### src/rtl/vga_timing_gen.sv
// Parametrised raster timing generator: sync, blanking, coordinates, line/frame strobes
// and a completed-frame counter, advanced by a pixel clock-enable in the system clock domain.
module vga_timing_gen #(
    parameter int H_DISP = 640,
    parameter int H_FP   = 16,
    parameter int H_SYNC = 96,
    parameter int H_BP   = 48,
    parameter int V_DISP = 480,
    parameter int V_FP   = 8,
    parameter int V_SYNC = 2,
    parameter int V_BP   = 35,
    parameter bit H_POL  = 1'b0,
    parameter bit V_POL  = 1'b0,
    parameter int CW     = 12,
    parameter int FW     = 8
) (
    input  logic          clk,
    input  logic          rst,
    input  logic          pix_ce,
    output logic          hsync,
    output logic          vsync,
    output logic          video_on,
    output logic [CW-1:0] pixel_x,
    output logic [CW-1:0] pixel_y,
    output logic          line_start,
    output logic          frame_start,
    output logic [FW-1:0] frame_cnt
);

    localparam int H_TOTAL = H_DISP + H_FP + H_SYNC + H_BP;
    localparam int V_TOTAL = V_DISP + V_FP + V_SYNC + V_BP;

    localparam logic [CW-1:0] H_LAST       = CW'(H_TOTAL - 1);
    localparam logic [CW-1:0] V_LAST       = CW'(V_TOTAL - 1);
    localparam logic [CW-1:0] H_DISP_C     = CW'(H_DISP);
    localparam logic [CW-1:0] V_DISP_C     = CW'(V_DISP);
    localparam logic [CW-1:0] H_SYNC_FIRST = CW'(H_DISP + H_FP);
    localparam logic [CW-1:0] H_SYNC_LAST  = CW'(H_DISP + H_FP + H_SYNC - 1);
    localparam logic [CW-1:0] V_SYNC_FIRST = CW'(V_DISP + V_FP);
    localparam logic [CW-1:0] V_SYNC_LAST  = CW'(V_DISP + V_FP + V_SYNC - 1);

    logic          started;
    logic [CW-1:0] next_x;
    logic [CW-1:0] next_y;
    logic          frame_wrap;
    logic [CW-1:0] show_x;
    logic [CW-1:0] show_y;
    logic          show_line;
    logic          show_frame;
    logic          bump_cnt;

    always_comb begin
        next_x     = pixel_x + CW'(1);
        next_y     = pixel_y;
        frame_wrap = 1'b0;
        if (pixel_x == H_LAST) begin
            next_x = '0;
            if (pixel_y == V_LAST) begin
                next_y     = '0;
                frame_wrap = 1'b1;
            end else begin
                next_y = pixel_y + CW'(1);
            end
        end
    end

    // Pick the position the registers will present next; every output is decoded from it
    // so sync, blanking and coordinates can never drift apart.
    always_comb begin
        show_x     = pixel_x;
        show_y     = pixel_y;
        show_line  = 1'b0;
        show_frame = 1'b0;
        bump_cnt   = 1'b0;
        if (!started) begin
            show_x     = '0;
            show_y     = '0;
            show_line  = 1'b1;
            show_frame = 1'b1;
        end else if (pix_ce) begin
            show_x     = next_x;
            show_y     = next_y;
            show_line  = (next_x == '0);
            show_frame = frame_wrap;
            bump_cnt   = frame_wrap;
        end
    end

    always_ff @(posedge clk) begin
        if (rst) begin
            started     <= 1'b0;
            pixel_x     <= '0;
            pixel_y     <= '0;
            video_on    <= 1'b0;
            hsync       <= ~H_POL;
            vsync       <= ~V_POL;
            line_start  <= 1'b0;
            frame_start <= 1'b0;
            frame_cnt   <= '0;
        end else begin
            started     <= 1'b1;
            pixel_x     <= show_x;
            pixel_y     <= show_y;
            video_on    <= (show_x < H_DISP_C) && (show_y < V_DISP_C);
            hsync       <= ((show_x >= H_SYNC_FIRST) && (show_x <= H_SYNC_LAST)) ? H_POL : ~H_POL;
            vsync       <= ((show_y >= V_SYNC_FIRST) && (show_y <= V_SYNC_LAST)) ? V_POL : ~V_POL;
            line_start  <= show_line;
            frame_start <= show_frame;
            frame_cnt   <= frame_cnt + FW'(bump_cnt);
        end
    end

endmodule

### config.mk
export PLATFORM = sky130hd
export DESIGN_NAME = vga_timing_gen
export DESIGN_NICKNAME = d
export VERILOG_FILES = /design/src/rtl/vga_timing_gen.sv
export SDC_FILE = /design/constraint.sdc
export NUM_CORES = 1
export LEC_CHECK = 0
export ABC_AREA = 0
export BUFFER_PORTS_ARGS = -buffer_cell sky130_fd_sc_hd__buf_2
export CAP_MARGIN = 20
export CORE_AREA = 2 2 69 64
export DETAILED_ROUTE_END_ITERATION = 7
export DIE_AREA = 0 0 71 66
export PLACE_DENSITY = 0.76
export SYNTH_ARGS = -nofsm -noshare
export SYNTH_HDL_FRONTEND = slang
export SYNTH_SLANG_ARGS = --single-unit
### constraint.sdc
create_clock -name clk -period 2.8 [get_ports clk]
set_input_delay 0.56 -clock clk [delete_from_list [all_inputs] [get_ports clk]]
set_output_delay 0.56 -clock clk [all_outputs]
set_load 0.02 [all_outputs]
==> impl_metrics.py, run 1 <==
metrics = {
    "power_and_ir_drop": {
        "p_int_uw": 935,
        "seqPwrFrac": 0.470,
        "p_per_area_nw_per_um2": 464,
        "ir_drop_mv": 0.280,
        "netSwitchingPower_uw": 230,
        "clock_power_share": 0.499,
        "comb_power_share": 0.031,
        "power_uw": 1170,
        "power.share.switching": 0.198,
        "power.leakage_uw": 0.00101,
    },
    "min_path": {
        "whs_path_depth": 2,
        "holdPathEnd": "frame_cnt[7]",
        "hold_class": "flip-flop to flip-flop",
        "holdCritStartpoint": "frame_cnt[7]",
    },
    "logic_synthesis": {
        "ys_seq_area_frac": 0.360,
        "synth-edff-count": 0,
        "synthTopCellsByArea": "dfxtp_1, nor2_1, xnor2_1",
        "synth_top_cell_area_share": 0.360,
        "syn_nets": 264,
        "synth_area_leader_cell": "dfxtp_1",
        "netlist_instances": 256,
        "avgSynthCellArea_sq_um": 8.25,
        "ys.flop_type": "dfxtp_1",
        "synthArstFlopShare": 0,
        "ys_types": 48,
        "yosys_warnings": 0,
        "synth_area_sq_um": 2110,
        "synth_seq_cells": 38,
    },
    "global_route": {
        "overflow": 0,
        "grtUsageTotal": 0.228,
        "grt_pass1_wl_mm": 8.42,
        "grt_pass1_vias": 1812,
        "grt_start_max_net_pins": 18,
        "antenna_found_initial": 0,
    },
    "cells_and_area": {
        "fill_cells": 368,
        "utilization": 0.629,
        "fin_nets": 305,
        "drive_gt1_frac": 0.221,
        "antenna_cells": 0,
        "syn_to_final_growth_pct": 18.8,
    },
    "floorplanning": {
        "dieWidth_um": 71,
        "start_util": 0.529,
        "die_y_um": 66,
        "placementRows": 22,
        "die-area_sq_um": 4690,
        "core_region_area_sq_um": 3990,
        "io_pins": 40,
    },
    "critical_path": {
        "arrival_ns": 2.76,
        "cp-start-kind": "flip-flop",
        "slowest_stage": "or4b_1",
        "timing.rr.end": "frame_cnt[5]",
        "r2r-start": "pixel_y[9]",
        "end_kind": "flip-flop",
        "critPathMaxStageDelay_ns": 0.53,
        "cp_max_fo": 7,
        "path_cells": "or4b_1, nor4bb_2, nand2_1, nor2_1, ha_1, and3_1, nand3_1, xor2_1, nor2_1",
        "rrSetupSlack_ns": 0.22,
        "cp_data_required_time_ns": 2.98,
        "path_class": "flip-flop to flip-flop",
        "crit_top_cell": "nor2_1",
        "r2r_cells": 9,
    },
    "drt": {
        "dr_total_vias": 1964,
        "post_drt_wl_per_cell_um": 14.5,
        "viasPerCell": 5.68,
        "drc": 0,
        "ant_nets": 0,
        "first_pass_iters": 4,
        "drt-initial-drc-count": 118,
        "drt_wl_total_mm": 5.03,
    },
    "placement": {
        "dp_hpwl_mm": 3.68,
        "io_buffers": 39,
        "gp_congestion": 0.853,
    },
    "sta": {
        "setup_viol": 0,
        "fin_skew_ns": 0.0116,
        "worstMarginPinSlew_ns": 0.520,
        "finalHoldViolations": 0,
        "post-route-period-util": 0.920,
        "max_freq_mhz": 388,
        "slew_violations": 0,
        "slew_headroom": 0.650,
        "period_needed_ns": 2.58,
        "rsz0062_at_grt": "no",
        "setup-tns-final_ns": 0,
    },
    "cts": {
        "cts.path.max_buffers": 2,
        "cts_root_buf": "clkbuf_8",
        "path_clk_slew_ns": 0.08,
        "post_cts_buffers": 0,
        "cts.htree.levels": 2,
        "clock_latency_ns": 0.30,
        "numCtsBuffers": 5,
        "cts_tree": "yes",
        "clock-sinks": 38,
    },
    "run_status": {
        "status": "finished clean",
    },
    "job": {
        "cap_violations": 0,
    },
}
layer usage:
layer | track usage | vias up | share of wire
li1 | - | 981 | -
met4 | 0.0708 | 0 | 0.011
met2 | 0.359 | 61 | 0.47
met5 | 0 | - | 0
met3 | 0.0549 | 6 | 0.063
met1 | 0.309 | 916 | 0.46
Yosys cell counts (all sizes together) (6+ instances only):
cell and n:
a21oi 9, and3 7, clkbuf 9, dfxtp 38
inv 7, nand2 19, nand3 17, nand4 9
nor2 38, nor2b 6, nor3 12, xnor2 13
xor2 13
flip-flops by register name, indices dropped and copies added, names as in the netlist:
register and flops:
frame_cnt 8, frame_start 1, hsync 1, line_start 1, pixel_x 12, pixel_y 12
started 1, video_on 1, vsync 1
layout by cell type (no fill, tap or decap), types with 3 or more instances in the layout:
master / n
clkbuf_8: 6
dfxtp_1: 38
xor2_1: 13
buf_2: 39
a31oi_1: 3
nand3b_1: 3
xnor2_1: 13
buf_4: 8
nor4_1: 3
nand4_1: 9
inv_1: 7
and3_1: 7
nor2b_1: 6
o21ai_0: 3
a21oi_1: 9
ha_1: 5
nor2_1: 38
nor3_1: 10
nand2_1: 19
and2_1: 5
nand3_1: 17
final cells by class:
type                    instances  area, sq um  area share
multi-input cells             198         1260       0.504
flip-flops and latches         38          761       0.303
repair buffers                 47          255       0.102
clock buffers                   6         82.6      0.0329
clock inverters                 2         60.1      0.0239
well taps                      48         60.1      0.0239
inverters                       7         26.3      0.0105
cells by family (layout without fill, tap and decap cells):
logic type	count (synthesis)	after routing	synth area share
DFF	38	38	0.360
and+or+nand+nor	135	135	0.349
AOI/OAI and AO/OA	29	29	0.0948
adders and majority gates	5	5	0.0296
muxes	3	3	0.0148
buffers and inverters	20	62	0.0438
xor gates and xnor gates	26	26	0.108
worst max-delay path, delay by kind of cell (launching register included):
kind,cells,cell delay [ns]
fa+ha+maj,1,0.18
simple gates,7,1.67
flops,1,0.46
xor+xnor,1,0.16
power groups by stage:
stage	sequential [uW]	combinational [uW]	clock, uW
detailed placement	561	36.0	0
global route	549	39.3	616
CTS	548	36.1	594
finish	548	36.2	581
floorplan	564	19.2	0
global placement	560	36.0	0
repair_timing:
item,4_1_cts,5_1_grt
gates resized for setup,0,1
endpoints found under the hold margin,0,0
hold buffers,0,0
setup endpoints to repair,0,2
worst max path at each step:
stage,from,to,slack (ns),cells after the start
after floorplan,pixel_y[9],frame_cnt[5],0.41,9
after detailed placement,pixel_y[9],frame_cnt[5],0.17,9
final,pixel_y[9],frame_cnt[5],0.22,9
after CTS,pixel_y[9],frame_cnt[5],0.15,9
after global placement,pixel_y[9],frame_cnt[5],0.34,9
after global routing,pixel_y[9],frame_cnt[7],0.06,9
through the flow:
stage               instances  setup WS (ns)  hold WS [ns]  cell area [sq um]
floorplan                 256          0.406         0.510               2110
global placement          338          0.337         0.498               2360
detailed placement        338          0.167         0.513               2360
CTS                       346          0.149         0.529               2500
global route              346         0.0584         0.605               2510
finish                    346          0.223         0.519               2510
Note: power is estimated with default switching activity, not from simulation.
==> run 2: changes to the inputs <==
--- a/config.mk
+++ b/config.mk
@@ -6,12 +6,12 @@
 export NUM_CORES = 1
 export LEC_CHECK = 0
 export ABC_AREA = 0
-export BUFFER_PORTS_ARGS = -buffer_cell sky130_fd_sc_hd__buf_2
 export CAP_MARGIN = 20
 export CORE_AREA = 2 2 69 64
 export DETAILED_ROUTE_END_ITERATION = 7
 export DIE_AREA = 0 0 71 66
-export PLACE_DENSITY = 0.76
+export DONT_BUFFER_PORTS = 1
+export PLACE_DENSITY = 0.68
 export SYNTH_ARGS = -nofsm -noshare
 export SYNTH_HDL_FRONTEND = slang
 export SYNTH_SLANG_ARGS = --single-unit
==> impl_metrics.py, run 2 (synthesized netlist as in run 1, its figures left out) <==
metrics = {
    "power_and_ir_drop": {
        "p_per_area_nw_per_um2": 488,
        "power.leakage_uw": 0.000830,
        "ir_drop_mv": 0.343,
    },
    "sta": {
        "post-route-period-util": 0.900,
        "fin_skew_ns": 0.00366,
        "slew_headroom": 0.633,
        "max_freq_mhz": 397,
        "slew_violations": 0,
        "worstMarginPinSlew_ns": 0.537,
        "setup_viol": 0,
        "rsz0062_at_grt": "no",
        "period_needed_ns": 2.52,
        "whs_ns": 0.326,
        "finalHoldViolations": 0,
        "setup-tns-final_ns": 0,
        "setup_slack_ns": 0.280,
    },
    "critical_path": {
        "timing.rr.end": "frame_cnt[5]",
        "path_cells": "or4b_1, nor4bb_1, nand2_1, nor2_1, ha_1, and3_1, nand3_1, xor2_1, nor2_1",
        "crit_family": "simple AND/OR/NAND/NOR gates",
        "path_class": "flip-flop to flip-flop",
        "crit_top_cell": "nor2_1",
        "rrSetupSlack_ns": 0.28,
        "cp-start-kind": "flip-flop",
        "cp_data_required_time_ns": 2.99,
        "arrival_ns": 2.71,
        "cp_max_fo": 4,
        "slowest_stage": "or4b_1",
        "crit_buf_inv": 0,
        "end_kind": "flip-flop",
        "critPathMaxStageDelay_ns": 0.54,
        "r2r-start": "pixel_y[7]",
        "r2r_cells": 9,
    },
    "placement": {
        "gp_congestion": 0.803,
        "io_buffers": 0,
        "dp_hpwl_mm": 3.46,
        "post-place-ws_ns": 0.275,
    },
    "drt": {
        "drt_wl_total_mm": 4.67,
        "drc": 0,
        "viasPerCell": 5.89,
        "first_pass_iters": 4,
        "drt-initial-drc-count": 80,
        "dr_total_vias": 1837,
        "post_drt_wl_per_cell_um": 15.0,
        "ant_nets": 0,
    },
    "floorplanning": {
        "start_util": 0.529,
        "io_pins": 40,
        "die_y_um": 66,
        "core_region_area_sq_um": 3990,
        "dieWidth_um": 71,
        "placementRows": 22,
        "die-area_sq_um": 4690,
    },
    "cells_and_area": {
        "final_cell_mix": "nor2_1, dfxtp_1, nand2_1",
        "fin_nets": 271,
        "antenna_cells": 0,
        "largestRegisters": "pixel_x (12), pixel_y (12), frame_cnt (8)",
        "drive_gt1_frac": 0.117,
        "syn_to_final_growth_pct": 10.8,
    },
    "min_path": {
        "holdCritStartpoint": "rst",
        "holdPathEnd": "pixel_x[11]",
        "hold_class": "input port to flip-flop",
        "whs_path_depth": 1,
    },
    "global_route": {
        "grtUsageTotal": 0.217,
        "grt_pass1_wl_mm": 7.89,
        "grt_pass1_vias": 1609,
        "overflow": 0,
        "antenna_found_initial": 0,
        "grt_start_max_net_pins": 18,
    },
    "run_status": {
        "status": "finished clean",
    },
    "cts": {
        "post_cts_buffers": 0,
        "cts_tree": "yes",
        "path_clk_slew_ns": 0.08,
        "clock_latency_ns": 0.29,
        "hold_buffers": 0,
        "clock-sinks": 38,
        "cts.path.max_buffers": 2,
        "cts.htree.levels": 2,
        "cts.repair.resized": 0,
        "cts_root_buf": "clkbuf_8",
        "numCtsBuffers": 5,
    },
    "job": {
        "cap_violations": 0,
    },
}
==> run 2: stage by stage <==
step	power, uW	instance area [sq um]	util	std cells
detailed placement	586	2200	0.552	304
floorplan	583	2110	-	256
CTS	1150	2340	0.587	312
finish	1140	2340	0.587	312
global route	1170	2340	0.587	312
global placement	586	2200	0.552	304
==> run 2: area by class of cell <==
type | instances | area (sq um)
clock inverters | 3 | 68.8
multi-input cells | 198 | 1260
repair buffers | 13 | 97.6
fillers | 358 | 1650
flip-flops and latches | 38 | 761
clock buffers | 5 | 68.8
well taps | 48 | 60.1
inverters | 7 | 26.3
==> run 2: routing by layer <==
metal | share of wire | global-route usage | wire length, um
met5 | 0 | 0 | 0
met4 | 0.011 | 0.0566 | 51
met3 | 0.066 | 0.0838 | 308
met2 | 0.43 | 0.324 | 2020
met1 | 0.49 | 0.294 | 2290
==> run 2: how the worst max path moves through the flow <==
stage,from,endpoint,cells past startpoint
floorplan,pixel_y[9],frame_cnt[5],9
global placement,pixel_y[7],frame_cnt[7],9
detailed placement,pixel_y[7],frame_cnt[7],9
CTS,pixel_y[7],frame_cnt[7],9
global route,pixel_y[7],frame_cnt[5],9
finish,pixel_y[7],frame_cnt[5],9
==> run 2: report_power, final <==
group | internal [uW] | total, uW | switching (uW)
sequential | 544 | 551 | 7.00
clock | 357 | 569 | 212
combinational | 7.39 | 21.5 | 14.1
total | 909 | 1140 | 233
